## src/rtl/uart_mmio.sv

```systemverilog
// uart_mmio
// ---------
// Memory-mapped I/O responder for the 0x8xxx_xxxx region of the RISC-V core.
// It handles loads and stores to a small register file. It buffers received
// UART bytes in a FIFO, holds one transmit byte for the UART transmitter, and
// keeps the cycle and retired-instruction counters.
//
// Register map (offset = Addr[7:0]; Addr[27:8] are ignored, so aliases exist):
//   0x00 R  status   {28'b0, rx_full, 1'b0, rx_valid, tx_ready}
//   0x04 R  rx data  {24'b0, fifo head}; the read pops the FIFO (0 if empty)
//   0x08 W  tx data  Din[7:0]; needs Uart_trans[0]
//   0x10 R  cycle_count
//   0x14 R  instr_count
//   0x18 W  clear both counters
//
// Ports:
//   clk, rst      system clock, synchronous active-high reset
//   Addr, Din     load/store address and lane-aligned store data
//   Uart_trans    byte write mask; any bit set means a store
//   Uart_recv     load strobe
//   Inst_retire   one pulse per committed instruction
//   Dout          registered load data, valid one cycle after Uart_recv
//   TxData/TxDataValid/TxDataReady   transmit byte handshake
//   RxData/RxDataValid/RxDataReady   receive byte handshake
module uart_mmio #(
  parameter int RX_DEPTH = 4
) (
  input  logic        clk,
  input  logic        rst,
  input  logic [31:0] Addr,
  input  logic [31:0] Din,
  input  logic [3:0]  Uart_trans,
  input  logic        Uart_recv,
  input  logic        Inst_retire,
  output logic [31:0] Dout,
  output logic [7:0]  TxData,
  output logic        TxDataValid,
  input  logic        TxDataReady,
  input  logic [7:0]  RxData,
  input  logic        RxDataValid,
  output logic        RxDataReady
);

  localparam int AW = $clog2(RX_DEPTH);
  localparam int CW = AW + 1;
  localparam logic [AW-1:0] PTR_ONE    = AW'(1);
  localparam logic [CW-1:0] CNT_ONE    = CW'(1);
  localparam logic [CW-1:0] FULL_COUNT = CW'(RX_DEPTH);

  localparam logic [7:0] OFF_STATUS = 8'h00;
  localparam logic [7:0] OFF_RXDATA = 8'h04;
  localparam logic [7:0] OFF_TXDATA = 8'h08;
  localparam logic [7:0] OFF_CYCLE  = 8'h10;
  localparam logic [7:0] OFF_INSTR  = 8'h14;
  localparam logic [7:0] OFF_CLEAR  = 8'h18;

  logic [7:0]    rx_mem [RX_DEPTH];
  logic [AW-1:0] rx_rd_ptr;
  logic [AW-1:0] rx_wr_ptr;
  logic [CW-1:0] rx_count;
  logic [31:0]   cycle_count;
  logic [31:0]   instr_count;

  logic [7:0]  offset;
  logic        is_write;
  logic        rx_full;
  logic        rx_valid;
  logic        rx_push;
  logic        rx_pop;
  logic        tx_take;
  logic        tx_drain;
  logic        cnt_clear;
  logic [7:0]  rx_head;
  logic [31:0] status_word;

  // Upper address and store-data bits play no part in this block.
  logic unused_bits;
  assign unused_bits = ^{Addr[31:8], Din[31:8]};

  assign offset   = Addr[7:0];
  assign is_write = |Uart_trans;
  assign rx_full  = (rx_count == FULL_COUNT);
  assign rx_valid = (rx_count != '0);
  assign rx_head  = rx_mem[rx_rd_ptr];

  assign RxDataReady = !rx_full;

  assign rx_push   = RxDataValid && RxDataReady;
  // A read of an empty FIFO returns 0 and leaves the pointers alone.
  assign rx_pop    = Uart_recv && (offset == OFF_RXDATA) && rx_valid;
  assign tx_drain  = TxDataValid && TxDataReady;
  // A new byte is taken if the holding register is empty or is being drained
  // on this very edge, so the transmitter can stream one byte per cycle.
  assign tx_take   = is_write && (offset == OFF_TXDATA) && Uart_trans[0] &&
                     (!TxDataValid || TxDataReady);
  assign cnt_clear = is_write && (offset == OFF_CLEAR);

  assign status_word = {28'b0, rx_full, 1'b0, rx_valid, !TxDataValid};

  // Load data path: everything is sampled from pre-edge state, so status
  // never shows a push or pop that happens on the same edge.
  always_ff @(posedge clk) begin
    if (rst) begin
      Dout <= '0;
    end else if (Uart_recv) begin
      case (offset)
        OFF_STATUS: Dout <= status_word;
        OFF_RXDATA: Dout <= rx_valid ? {24'b0, rx_head} : 32'b0;
        OFF_CYCLE:  Dout <= cycle_count;
        OFF_INSTR:  Dout <= instr_count;
        default:    Dout <= '0;
      endcase
    end
  end

  // Transmit holding register.
  always_ff @(posedge clk) begin
    if (rst) begin
      TxData      <= '0;
      TxDataValid <= 1'b0;
    end else if (tx_take) begin
      TxData      <= Din[7:0];
      TxDataValid <= 1'b1;
    end else if (tx_drain) begin
      TxDataValid <= 1'b0;
    end
  end

  // FIFO storage needs no reset; the count alone decides what is valid.
  always_ff @(posedge clk) begin
    if (rx_push) begin
      rx_mem[rx_wr_ptr] <= RxData;
    end
  end

  // FIFO pointers and occupancy. A simultaneous push and pop moves both
  // pointers and leaves the count unchanged.
  always_ff @(posedge clk) begin
    if (rst) begin
      rx_rd_ptr <= '0;
      rx_wr_ptr <= '0;
      rx_count  <= '0;
    end else begin
      if (rx_push) begin
        rx_wr_ptr <= rx_wr_ptr + PTR_ONE;
      end
      if (rx_pop) begin
        rx_rd_ptr <= rx_rd_ptr + PTR_ONE;
      end
      case ({rx_push, rx_pop})
        2'b10:   rx_count <= rx_count + CNT_ONE;
        2'b01:   rx_count <= rx_count - CNT_ONE;
        default: rx_count <= rx_count;
      endcase
    end
  end

  // Performance counters; a clear store wins over the increment on its edge.
  always_ff @(posedge clk) begin
    if (rst || cnt_clear) begin
      cycle_count <= '0;
      instr_count <= '0;
    end else begin
      cycle_count <= cycle_count + 32'd1;
      if (Inst_retire) begin
        instr_count <= instr_count + 32'd1;
      end
    end
  end

endmodule
```

## config.mk

```make
export PLATFORM = sky130hd
export DESIGN_NAME = uart_mmio
export DESIGN_NICKNAME = d
export VERILOG_FILES = /design/src/rtl/uart_mmio.sv
export SDC_FILE = /design/constraint.sdc
export NUM_CORES = 1
export LEC_CHECK = 0
export ABC_AREA = 0
export CAP_MARGIN = 25
export CORE_UTILIZATION = 30
export CTS_CLUSTER_DIAMETER = 40
export DETAILED_ROUTE_END_ITERATION = 7
export PLACE_DENSITY = 0.57
export SLEW_MARGIN = 25
export SYNTH_ARGS = -nofsm -noshare
export SYNTH_HDL_FRONTEND = slang
export SYNTH_SLANG_ARGS = --single-unit
```

## constraint.sdc

```tcl
create_clock -name clk -period 2.6 [get_ports clk]
set_input_delay 0.26 -clock clk [delete_from_list [all_inputs] [get_ports clk]]
set_output_delay 0.26 -clock clk [all_outputs]
set_load 0.01 [all_outputs]
```

# ---- Yosys cells after proc, flatten, opt, wreduce, memory -nomap -nowiden
# Memories as Yosys holds them, arrays and structs flattened. A register that Yosys moved wholly into a read port is not among the register bits.
# Index checks and enable logic that the tools add are counted.
dict set report classes {
  n_addsub 6
  n_eq_ne 8
  n_mux 9
  n_reduce_logical 17
}
# operator count
set ops {}
lappend ops {{$pmux 32 s4} 1}
lappend ops {{$add 32x1->32 const B} 2}
lappend ops {{$eq 8x5->1 const B} 3}
lappend ops {{$eq 8x3->1 const B} 1}
lappend ops {{$eq 8x4->1 const B} 1}
lappend ops {{$logic_and 1x1->1} 8}
lappend ops {{$logic_not 8->1} 1}
lappend ops {{$mux 8} 1}
lappend ops {{$pmux 3 s2} 1}
lappend ops {{$add 2x1->2 const B} 2}
lappend ops {{$mux 1} 4}
lappend ops {{$mux 2} 2}
lappend ops {{$reduce_bool 2->1} 2}
lappend ops {{$reduce_or 4->1} 1}
lappend ops {{$add 3x1->3 const B} 1}
lappend ops {{$eq 3x3->1 const B} 1}
lappend ops {{$reduce_bool 3->1} 1}
lappend ops {{$sub 3x1->3 const B} 1}
lappend ops {{$eq 2x1->1 const B} 1}
lappend ops {{$eq 2x2->1 const B} 1}
lappend ops {{$logic_not 1->1} 2}
lappend ops {{$logic_or 1x1->1} 2}
dict set report totals {
  reg_bits 112
  ramBits 32
  input_bits 82
  memories 1
}
# memory words width read_ports rd_clocked_by_memory_dff write_ports line_no
set memory_table {}
lappend memory_table {rx_mem 4 8 1 1 1 57} ;# logic [7:0] rx_mem [RX_DEPTH];

# ---- Longest topological paths before layout
dict set report logic_depth {
  depth_word 5
  mapped_depth 10
  ltp_nobuf 9
}

# ---- Worst setup path before layout
# Ideal clock, no wire load.
dict set report synth_timing {
  kind {input-to-reg}
  startpoint {input Addr[1]}
  endpoint {register rx_count[2]}
  setup_ps 70
  arrival_ps 2312
  setup_slack_ps 218
  path_stages 9
  cell_sequence {or3_1 > nor2_1 > and3_1 > ha_1 > inv_1 > fa_1 > xor2_1 > or3_1 > a21oi_1}
}
dict set report synth_between {
  elab_chain_cells 5
  word_cells_on_any_way 7
  cone_classes {eq/ne (3); mux (1); reduce/logical (3)}
}
# item line_no
set synth_lines {}
lappend synth_lines {{start, declared} 30} ;# input logic [31:0] Addr,
lappend synth_lines {{$eq 8x3->1 *} 90} ;# assign rx_pop = Uart_recv && (offset == OFF_RXDATA) && rx_valid;
lappend synth_lines {{$logic_and 1x1->1 * (2 in series)} 90}
lappend synth_lines {{named net rx_pop} 69} ;# logic rx_pop;
lappend synth_lines {{$eq 2x1->1 or $eq 2x2->1 (tied branches)} 150} ;# case ({rx_push, rx_pop})
lappend synth_lines {{$pmux 3 s2 or $reduce_bool 2->1 (tied branches)} n/a}
lappend synth_lines {{end signal, assigned} 151} ;# 2'b10: rx_count <= rx_count + CNT_ONE;
lappend synth_lines {{end signal, assigned} 152} ;# 2'b01: rx_count <= rx_count - CNT_ONE;
lappend synth_lines {{end signal, assigned} 153} ;# default: rx_count <= rx_count;
lappend synth_lines {{end, declared} 60} ;# logic [CW-1:0] rx_count;
# The timed path passes the listed nets; every way through them passes the cells marked *.
# A chain may end at the register's enable or synchronous reset.

# ---- Worst setup path in the final report
dict set report layout_timing {
  startpoint {register rx_count[2]}
  endpoint {register rx_count[2]}
}
dict set report layout_between {
  elab_chain_cells 5
  word_cells_on_any_way 11
  cone_classes {add/sub (2); eq/ne (3); mux (1); reduce/logical (5)}
}
# item line_no
set layout_lines {}
lappend layout_lines {{$eq 3x3->1} 82} ;# assign rx_full = (rx_count == FULL_COUNT);
lappend layout_lines {{$logic_not 1->1} 86} ;# assign RxDataReady = !rx_full;
lappend layout_lines {{$logic_and 1x1->1} 88} ;# assign rx_push = RxDataValid && RxDataReady;
lappend layout_lines {{$eq 2x1->1 or $eq 2x2->1 (tied branches)} 150}
lappend layout_lines {{$pmux 3 s2 or $reduce_bool 2->1 (tied branches)} n/a}
# Parallel ways exist; a longest one is shown, timed or not.

==> metrics.cfg <==
[critical_path]
critPathLaunchType = register
worstReg2RegEnd = rx_count[2]$_SDFFE_PP0P_
cp-end-kind = register
path_depth = 8
worst_path_max_delay_cell = or3b_2
rr_startpoint = rx_count[2]$_SDFFE_PP0P_
max_stage_delay_ps = 550
cp-startpoint = rx_count[2]$_SDFFE_PP0P_
critical_path_required_ps = 2960
critPathTopFamily = simple AND/OR/NAND/NOR gates
cp_num_buf_inv = 1
timing.reg2reg.setup_slack_ps = 240
worst_r2r_path_depth = 8
cp_max_fo = 8
criticalPathCategory = reg -> reg
critPathCapture = rx_count[2]$_SDFFE_PP0P_
path_cells = or3b_2 -> nand2_1 -> ha_1 -> inv_1 -> fa_1 -> xor2_1 -> or3_1 -> a21oi_1
cp.arrival_ps = 2720

[timing]
fmax_ghz = 0.424
rsz0062_at_grt = false
setup_violations = 0
setup_tns_ps = 0
fin_crit_ps = 2360
clock_skew_ps = 11.6
relSlewSlack_pct = 61.7
hold_viol = 0
tightest_slew_ps = 573
slew_viol_final = 0
period_share_pct = 90.7

[global_route]
grt_first_pass_wirelength_um = 26400
grt_max_degree = 54
antenna_found_initial = 0
grt_overflow = 0
grt_pass1_vias = 5036
grtUsageTotal_pct = 15.2

[clocking]
post_cts_resized = 0
ctsHoldBuffers = 0
htreeDepth = 4
cts_root_buf = clkbuf_16
post-cts-setup-buffers = 0
cts.sinks = 146
cts_tree = done
clk_path_buf_depth = 2
cts_inserted_buffers = 17
clk_latency_ps = 430
clk_pin_slew_ps = 60

[finish]
final_net_count = 844
syn_to_final_growth_pct = 25.4
register_area_um2 = 3240
multi_input_comb_area_um2 = 3150
layout-drive-gt1-share_pct = 14.3
n_antenna_cell = 0
n_fill_cell = 2187
final_common_cell = dfxtp_1
final_cell_mix = dfxtp_1, clkdlybuf4s50_1, a21oi_1, nand2_1, nand3_1

[power]
vdd_drop_max_uv = 377
power.share.clock_pct = 47.9
power_mw = 5.08
p_int_mw = 3.85
power_frac_seq_pct = 47.0
p_sw_share_pct = 24.2
p_per_area_nw_per_um2 = 609
leakagePower_nw = 2.80
p_comb_share_pct = 5.2
p_sw_mw = 1.23

[logic_synthesis]
ys_seq_area_share_pct = 48.8
syn_nets = 769
synthCells = 679
synth_area_um2 = 6650
synth_warnings = 0
synth-seq-cells = 146
syn_avg_cell_area_um2 = 9.80
ys_types = 51

[worst_hold_path]
hold_class = in -> reg
hold_depth = 2

[die]
rows = 54
start_util_pct = 30.6
io_pins = 124
coreArea_um2 = 21800
dieWidth_um = 151
fp.dieArea_um2 = 22800
dieHeight_um = 151

[route]
vias = 5309
antenna_left = 0
drt-initial-drc-count = 248
drc = 0
wl_per_cell_um = 15.6
totalWireLength_um = 16400
dr.pass1.iters = 4
avgViaCountPerCell = 5.07

[place]
gp_congestion = 0.755
dpl.hpwl_um = 11300
port_buffers = 75

[status]
status = complete, no violations

[flow_run]
max_cap_viol_count = 0

-- cell families (layout without fill, tap and decap cells) --
kind of cell	count (synthesis)	after routing	synth area share, %
and+or+nand+nor	267	267	21.3
DFF	146	146	48.8
AOI/OAI and AO/OA	120	120	11.2
buffers and inverters	61	149	3.97
muxes	51	51	9.74
xor gates and xnor gates	26	26	3.42
adders and majority gates	8	8	1.62
-- how the worst min path moves through the flow --
stage	startpoint	to	slack [ps]
2_1_floorplan	RxData[0]	rx_mem[0][0]$_DFFE_PP_	360
3_5_place_dp	Dout[28]$_SDFFE_PP0P_	Dout[28]$_SDFFE_PP0P_	450
5_1_grt	rst	Dout[8]$_SDFFE_PP0P_	250
4_1_cts	rst	Dout[8]$_SDFFE_PP0P_	240
3_3_place_gp	Dout[31]$_SDFFE_PP0P_	Dout[31]$_SDFFE_PP0P_	450
6_report	rst	Dout[9]$_SDFFE_PP0P_	250
-- cells in the mapped netlist (all sizes together) --
| master | n | area [µm²] |
|---|---|---|
| ha | 7 | 87.6 |
| and4 | 9 | 82.6 |
| inv | 17 | 63.8 |
| clkbuf | 28 | 115 |
| a311oi | 3 | 26.3 |
| xor2 | 14 | 123 |
| o31ai | 17 | 128 |
| nand2 | 52 | 195 |
| edfxtp | 32 | 961 |
| or3b | 1 | 8.76 |
| mux4 | 8 | 180 |
| a32oi | 5 | 43.8 |
| or4 | 19 | 146 |
| nor4 | 5 | 37.5 |
| a21oi | 57 | 285 |
| nand3 | 53 | 270 |
| and3 | 13 | 82.6 |
| o211ai | 1 | 7.51 |
| a211oi | 5 | 37.5 |
| nor3 | 10 | 50.1 |
| nor4b | 1 | 8.76 |
| a31o | 1 | 8.76 |
| nor2 | 48 | 180 |
| nand2b | 10 | 62.6 |
| or3 | 13 | 82.6 |
| and2 | 3 | 20.0 |
| o41a | 1 | 11.3 |
| mux2i | 13 | 130 |
| xnor2 | 12 | 105 |
| o21ai | 17 | 85.1 |
| o41ai | 4 | 35.0 |
| mux2 | 30 | 338 |
| dfxtp | 114 | 2280 |
| a31oi | 1 | 12.5 |
| nand4 | 27 | 169 |
| nor2b | 3 | 18.8 |
| o21a | 4 | 30.0 |
| buf | 16 | 85.1 |
| fa | 1 | 20.0 |
| o311ai | 4 | 35.0 |
-- flip-flops by register name (all words and copies together) (netlist names), named ones only --
name and count:
TxData 8, rx_wr_ptr 2, rx_rd_ptr 2, rx_mem 32, instr_count 32, rx_count 3
TxDataValid 1, cycle_count 32, Dout 32
-- routing by layer --
metal	vias up	global-route usage, %	part of all wire, %
met1	2550	19.8	47
met2	86	24.7	49
met3	14	4.07	3.3
met5	-	0	0
li1	2659	-	-
met4	0	4.15	0.84
-- per-stage QoR --
stage               util [%]  cell area (µm²)  setup WS (ps)  cells  hold slack [ps]
CTS                     38.3             8340            238   1047              244
global placement        35.7             7760          -75.9   1015              446
floorplan                  -             6650            218    679              359
detailed placement      35.7             7760           -102   1015              452
finish                  38.3             8340            242   1047              248
global route            38.3             8340           62.7   1047              254
-- power groups by stage --
stage,Sequential [mW],Combinational [mW],Clock [mW]
5_1_grt,2.39,0.290,2.59
2_1_floorplan,2.43,0.144,0
6_report,2.39,0.262,2.43
4_1_cts,2.39,0.267,2.48
3_5_place_dp,2.44,0.265,0
3_3_place_gp,2.44,0.262,0
-- area by class of cell --
cell class / instances / area share (%)
multi-input combinational: 472 / 37.8
sequential: 146 / 38.9
clock buffer: 18 / 5.26
inverter: 17 / 0.765
tap: 280 / 4.20
timing repair buffer: 100 / 11.4
clock inverter: 14 / 1.71
No activity file was read; power rests on OpenSTA's default activity.
